`config.mk`:
```
export PLATFORM = sky130hd
export DESIGN_NAME = fetch_unit
export DESIGN_NICKNAME = d
export VERILOG_FILES = /design/src/rtl/fetch_unit_pkg.sv /design/src/rtl/fetch_unit_slot.sv /design/src/rtl/fetch_unit.sv
export SDC_FILE = /design/constraint.sdc
export NUM_CORES = 1
export LEC_CHECK = 0
export CORE_AREA = 5 5 122 170
export DETAILED_ROUTE_END_ITERATION = 7
export DIE_AREA = 0 0 127 175
export PLACE_DENSITY = 0.78
export SLEW_MARGIN = 20
export SYNTH_ARGS = -nofsm -noshare
export SYNTH_HDL_FRONTEND = slang
export SYNTH_SLANG_ARGS = --single-unit
export TNS_END_PERCENT = 100
```
`constraint.sdc`:
```
create_clock -name clk -period 5.9 [get_ports clk]
set_input_delay 1.77 -clock clk [delete_from_list [all_inputs] [get_ports clk]]
set_output_delay 1.77 -clock clk [all_outputs]
set_load 0.02 [all_outputs]
```
`src/rtl/fetch_unit_pkg.sv`:
```
// Shared types for the instruction-fetch stage: next-PC select encoding
// (also driven by the EX branch logic) and fetch FSM state encoding.
package fetch_unit_pkg;

    typedef logic [1:0] pc_next_sel_t;

    localparam pc_next_sel_t STEP_FORWARD                = 2'b00;
    localparam pc_next_sel_t JUMP_TO_LABEL               = 2'b01;
    localparam pc_next_sel_t JUMP_TO_CALCULATED_REGISTER = 2'b10;

    typedef logic [1:0] fetch_state_t;

    localparam fetch_state_t ST_REQ   = 2'd0;
    localparam fetch_state_t ST_WAIT  = 2'd1;
    localparam fetch_state_t ST_DRAIN = 2'd2;
    localparam fetch_state_t ST_FAULT = 2'd3;

    // 2'b11 falls through as a plain step.
    function automatic logic is_redirect(input logic ex_valid, input pc_next_sel_t sel);
        return ex_valid && ((sel == JUMP_TO_LABEL) || (sel == JUMP_TO_CALCULATED_REGISTER));
    endfunction

    function automatic logic [31:0] redirect_target(input pc_next_sel_t sel,
                                                    input logic [31:0] target_addr,
                                                    input logic [31:0] jalr_addr);
        if (sel == JUMP_TO_LABEL)
            return target_addr;
        return jalr_addr & ~32'd1;
    endfunction

endpackage

```
`src/rtl/fetch_unit_slot.sv`:
```
// Decode-facing output register: one instruction slot with valid/ready,
// flush (wins over everything) and load from the memory response.
module fetch_slot
    import fetch_unit_pkg::*;
#(
    parameter int XLEN = 32
) (
    input  logic            clk,
    input  logic            rst_n,
    input  logic            flush,
    input  logic            load,
    input  logic [XLEN-1:0] load_instr,
    input  logic [XLEN-1:0] load_pc,
    input  logic            id_ready,
    output logic            id_valid,
    output logic [XLEN-1:0] id_instr,
    output logic [XLEN-1:0] id_pc,
    output logic [XLEN-1:0] id_pc_plus4
);

    always_ff @(posedge clk or negedge rst_n) begin
        if (!rst_n) begin
            id_valid    <= 1'b0;
            id_instr    <= '0;
            id_pc       <= '0;
            id_pc_plus4 <= '0;
        end else if (flush) begin
            id_valid <= 1'b0;
        end else if (load) begin
            id_valid    <= 1'b1;
            id_instr    <= load_instr;
            id_pc       <= load_pc;
            id_pc_plus4 <= load_pc + XLEN'(4);
        end else if (id_valid && id_ready) begin
            id_valid <= 1'b0;
        end
    end

endmodule

```
`src/rtl/fetch_unit.sv`:
```
// Instruction-fetch stage: single-outstanding imem requests, decode slot
// handshake, redirect flush with response draining, misaligned-target fault.
//
//   state    | meaning
//   ---------+-------------------------------------------------------------
//   ST_REQ   | request at pc may issue when the decode slot can take it
//   ST_WAIT  | request accepted, waiting for its response beat
//   ST_DRAIN | redirected while a response is owed; drop the next beat
//   ST_FAULT | misaligned target; stalled until an aligned redirect
module fetch_unit
    import fetch_unit_pkg::*;
#(
    parameter logic [31:0] RESET_PC = 32'h0000_0000,
    parameter int          XLEN     = 32
) (
    input  logic            clk,
    input  logic            rst_n,
    input  logic            ex_valid,
    input  logic [1:0]      pc_next_sel,
    input  logic [XLEN-1:0] target_addr,
    input  logic [XLEN-1:0] jalr_addr,
    output logic            imem_req_valid,
    input  logic            imem_req_ready,
    output logic [XLEN-1:0] imem_req_addr,
    input  logic            imem_rsp_valid,
    input  logic [XLEN-1:0] imem_rsp_data,
    output logic            id_valid,
    input  logic            id_ready,
    output logic [XLEN-1:0] id_instr,
    output logic [XLEN-1:0] id_pc,
    output logic [XLEN-1:0] id_pc_plus4,
    output logic            fetch_fault,
    output logic [XLEN-1:0] fault_pc
);

    fetch_state_t    state;
    logic [XLEN-1:0] pc;
    logic [XLEN-1:0] req_pc;
    logic            fault_q;
    logic [XLEN-1:0] fault_pc_q;
    logic            owed_in_fault;

    logic            redirect;
    logic [XLEN-1:0] new_pc;
    logic            rsp_still_owed;
    logic            slot_free;
    logic            req_accept;
    logic            slot_load;

    assign redirect = is_redirect(ex_valid, pc_next_sel);
    assign new_pc   = redirect_target(pc_next_sel, target_addr, jalr_addr);

    // True when a response will still arrive after this cycle.
    always_comb begin
        rsp_still_owed = 1'b0;
        if (!imem_rsp_valid) begin
            case (state)
                ST_WAIT, ST_DRAIN: rsp_still_owed = 1'b1;
                ST_FAULT:          rsp_still_owed = owed_in_fault;
                default:           rsp_still_owed = 1'b0;
            endcase
        end
    end

    assign slot_free = !id_valid || id_ready;

    // Gated by rst_n so the request line drops the instant reset asserts.
    assign imem_req_valid = rst_n && (state == ST_REQ) && !redirect && slot_free;
    assign imem_req_addr  = pc;
    assign req_accept     = imem_req_valid && imem_req_ready;
    assign slot_load      = (state == ST_WAIT) && imem_rsp_valid && !redirect;

    assign fetch_fault = fault_q;
    assign fault_pc    = fault_pc_q;

    always_ff @(posedge clk or negedge rst_n) begin
        if (!rst_n) begin
            state         <= ST_REQ;
            pc            <= RESET_PC;
            req_pc        <= '0;
            fault_q       <= 1'b0;
            fault_pc_q    <= '0;
            owed_in_fault <= 1'b0;
        end else if (redirect) begin
            pc <= new_pc;
            if (new_pc[1]) begin
                state         <= ST_FAULT;
                fault_q       <= 1'b1;
                fault_pc_q    <= new_pc;
                owed_in_fault <= rsp_still_owed;
            end else begin
                state         <= rsp_still_owed ? ST_DRAIN : ST_REQ;
                fault_q       <= 1'b0;
                owed_in_fault <= 1'b0;
            end
        end else begin
            case (state)
                ST_REQ: begin
                    if (req_accept) begin
                        req_pc <= pc;
                        state  <= ST_WAIT;
                    end
                end
                ST_WAIT: begin
                    if (imem_rsp_valid) begin
                        pc    <= req_pc + XLEN'(4);
                        state <= ST_REQ;
                    end
                end
                ST_DRAIN: begin
                    if (imem_rsp_valid)
                        state <= ST_REQ;
                end
                ST_FAULT: begin
                    if (imem_rsp_valid)
                        owed_in_fault <= 1'b0;
                end
                default: state <= ST_REQ;
            endcase
        end
    end

    fetch_slot #(
        .XLEN(XLEN)
    ) u_slot (
        .clk        (clk),
        .rst_n      (rst_n),
        .flush      (redirect),
        .load       (slot_load),
        .load_instr (imem_rsp_data),
        .load_pc    (req_pc),
        .id_ready   (id_ready),
        .id_valid   (id_valid),
        .id_instr   (id_instr),
        .id_pc      (id_pc),
        .id_pc_plus4(id_pc_plus4)
    );

endmodule

```
==> reports/metrics.cfg <==
[yosys]
synth_seq_cells = 195
async_flop_share_pct = 100
synth.distinct_cells = 44
avgSynthCellArea_um2 = 10.1
synth_nets = 943
yosysWarnings = 0
synth-main-ff-cell = dfrtp_1
synth_area_um2 = 8400
yosysSeqAreaShare_pct = 58.1
synthCells = 833
synth_edf_count = 0

[setup_path]
required_ns = 4.13
cp.arrival_ns = 3.45
path_cells = clkdlybuf4s50_1 -> inv_1 -> ha_2 -> nand2b_2 -> and3_1 -> clkdlybuf4s50_1
start_kind = input port
worstPathMaxFanout = 2
endpoint_kind = output pin
slowest_stage = clkdlybuf4s50_1
crit_top_cell = clkdlybuf4s50_1
path_class = in2out
max_stage_delay_ns = 0.60

[timing]
setup_viol = 0
holdWs_ns = 0.474
final_max_slew_viol_count = 0
finalCriticalPeriod_ns = 5.22
fin_ws_ns = 0.677
setup-tns-final_ns = 0
max_freq_mhz = 191
finClkSkew_ns = 0.00773
slew_headroom_pct = 34.3
rsz0062_at_grt = false
timing.final.hold_violations = 0
tightest_slew_ns = 0.985
finalCritPeriodShare_pct = 88.5

[flow_run]
cap_viol_max_count = 0

[power_and_ir_drop]
powerDensity_nw_per_um2 = 512
sw_frac_of_total_pct = 39.4
irDropWorstVdd_v = 0.000248
seqPwrFrac_pct = 38.4
power_leakage_nw = 5.30
pwr-share-comb_pct = 43.3
p_clk_share_pct = 18.3
p_int_w = 0.00368
p_sw_w = 0.00240

[clock_tree]
cts_tree = done
ctsHoldBuffers = 0
cts_max_path_buffers = 2
cts_resized = 0
cts_buffers = 17
cts.sinks = 195
post-cts-setup-buffers = 0
clock-root-buffer = clkbuf_16
worstSkewPairLatency_ns = 0.43
h-tree-depth = 4
cts.reportedPaths.clkPinSlew_ns = 0.07

[route]
wl_per_cell_um = 17.4
drt-initial-drc-count = 400
vias_per_cell = 5.11
drtPass1Iterations = 5
drc = 0
vias = 6844
drtAntennaViolNets = 0
wl_mm = 23.3

[outcome]
status = completed

[grt]
grt_overflow = 0
grt_pass1_wl_mm = 36.7
antenna_found_initial = 0
grt_usage_pct = 20.9
grt_max_degree = 81
grt_pass1_vias = 6787

[finish]
seq_area_um2 = 4880
diodes = 0
nets = 1188
area_growth_pct = 41.3
n_fill_cell = 1606
design_area_um2 = 11900
drive_gt1_share_pct = 8.71
multi_input_area_um2 = 3310

[placed_design]
place_ws_ns = 0.675
postPlaceCellArea_um2 = 11200
hpwl_mm = 17.1
place.gp.congestion = 0.878
port_buffers = 265

[floorplanning]
core_um2 = 19100
die_x_um = 127
ios = 267
num_rows = 60
initial_core_util_pct = 44.1
dieArea_um2 = 22200
die_height_um = 175

[worst_hold_path]
hp-class = reg2reg

==> state kept, by name, summed over array words and instances, names as in the netlist <==
name / flops
fault_pc: 32
imem_req_addr: 32
req_pc: 32
u_slot.id_instr: 32
u_slot.id_pc_plus4: 32
u_slot.id_pc: 30
state: 2
fetch_fault: 1
owed_in_fault: 1
u_slot.id_valid: 1
==> final cells by class <==
| class | instances | share of cell area, % |
|---|---|---|
| flip-flops and latches | 195 | 41.1 |
| multi-input cells | 582 | 27.9 |
| clock buffers | 18 | 3.70 |
| well taps | 248 | 2.61 |
| inverters | 6 | 0.190 |
| repair buffers | 276 | 23.4 |
| clock inverters | 14 | 1.09 |
==> routing by layer <==
layer	up-vias	global-route usage (%)	part of all wire, %
li1	3280	-	-
met1	3283	25.8	40
met3	50	4.62	5.9
met4	0	10.1	4.4
met5	-	0	0
met2	231	34.4	50
==> power by group through the flow <==
stage / clock [W] / combinational [W] / sequential [W]
after floorplan: 0 / 0.000900 / 0.00276
after global placement: 0 / 0.00260 / 0.00232
after detailed placement: 0 / 0.00264 / 0.00235
after CTS: 0.00114 / 0.00266 / 0.00233
after global routing: 0.00119 / 0.00282 / 0.00241
final: 0.00111 / 0.00263 / 0.00233
==> critical path, delay by kind of cell <==
| kind | cells | cell delay, ns |
|---|---|---|
| buffers and inverters | 3 | 1.10 |
| adders and majority gates | 1 | 0.31 |
| and+or+nand+nor | 2 | 0.28 |
==> placed cells by master (no fill, tap or decap), types with 3 or more instances in the layout <==
master / instances
xor2_1: 17
inv_1: 6
a21oi_1: 48
buf_4: 9
o21bai_1: 4
nor4_1: 7
o211ai_1: 3
o221ai_1: 7
clkinv_4: 3
a21o_1: 4
xnor2_1: 9
clkbuf_16: 17
dfrtp_1: 195
o21ai_1: 14
and3_1: 5
clkdlybuf4s50_1: 264
nor3_1: 4
nand4_1: 10
o21ai_0: 29
a211o_1: 5
nor2_1: 52
clkinv_2: 4
ha_1: 5
nand2_1: 246
inv_6: 3
mux2i_1: 34
mux2_2: 33
nand3_1: 16
==> path summary, 6_finish.rpt <==
kind                                  from               endpoint  slack [ns]  cells past startpoint
setup / recovery            pc_next_sel[1]         imem_req_valid        0.68                      6
hold / removal             u_slot.id_pc[4]        u_slot.id_pc[4]        0.47                      2
setup reg to reg                  state[1]  u_slot.id_pc_plus4[8]        2.99                      7
hold reg to reg            u_slot.id_pc[4]        u_slot.id_pc[4]        0.47                      2
max in group asynchronous            rst_n       u_slot.id_pc[22]        3.62                      3
min in group asynchronous            rst_n            fault_pc[8]        1.25                      1
==> Yosys cell counts (2+ instances only) <==
cell        n  area [µm²]
o21ai_0    29         145
o221ai_2    2        30.0
nand2b_1    2        12.5
clkbuf_1   31         116
buf_2      16        80.1
a21o_1      4        30.0
nand4_4     2        42.5
ha_1        6        75.1
o21bai_1    4        30.0
xor2_1     17         149
nand2_1   247         927
nor4_4      2        42.5
o221ai_1    7        61.3
and2_1      2        12.5
nand4_1    10        62.6
a21oi_1    48         240
buf_4       2        15.0
mux2_2     33         372
a31oi_1     2        12.5
mux2i_1    34         340
and3_1      5        31.3
nor4_1      7        43.8
inv_1       6        22.5
nor3_1      4        20.0
xnor2_1     9        78.8
o21ai_1    14        70.1
a211o_1     5        43.8
nand3_1    16        80.1
o211ai_1    3        22.5
dfrtp_1   195        4880
nor2_1     55         206
and3_2      2        15.0
==> metrics by stage <==
stage / utilization (%) / std cells / power [W]
3_5_place_dp: 59.0 / 1305 / 0.00499
3_3_place_gp: 59.0 / 1305 / 0.00493
4_1_cts: 62.0 / 1337 / 0.00612
5_1_grt: 62.3 / 1339 / 0.00643
6_report: 62.3 / 1339 / 0.00607
2_1_floorplan: - / 833 / 0.00366
==> logic make-up after synthesis <==
| family | Yosys count | synth area share (%) |
|---|---|---|
| XOR/XNOR | 26 | 2.71 |
| adder cells (fa/ha/maj) | 6 | 0.893 |
| flip-flops | 195 | 58.1 |
| multiplexers | 67 | 8.47 |
| AND/OR/NAND/NOR | 361 | 18.4 |
| AO/OA/AOI/OAI | 122 | 8.56 |
| buffers and inverters | 56 | 2.84 |
(Power assumes the default switching activity.)
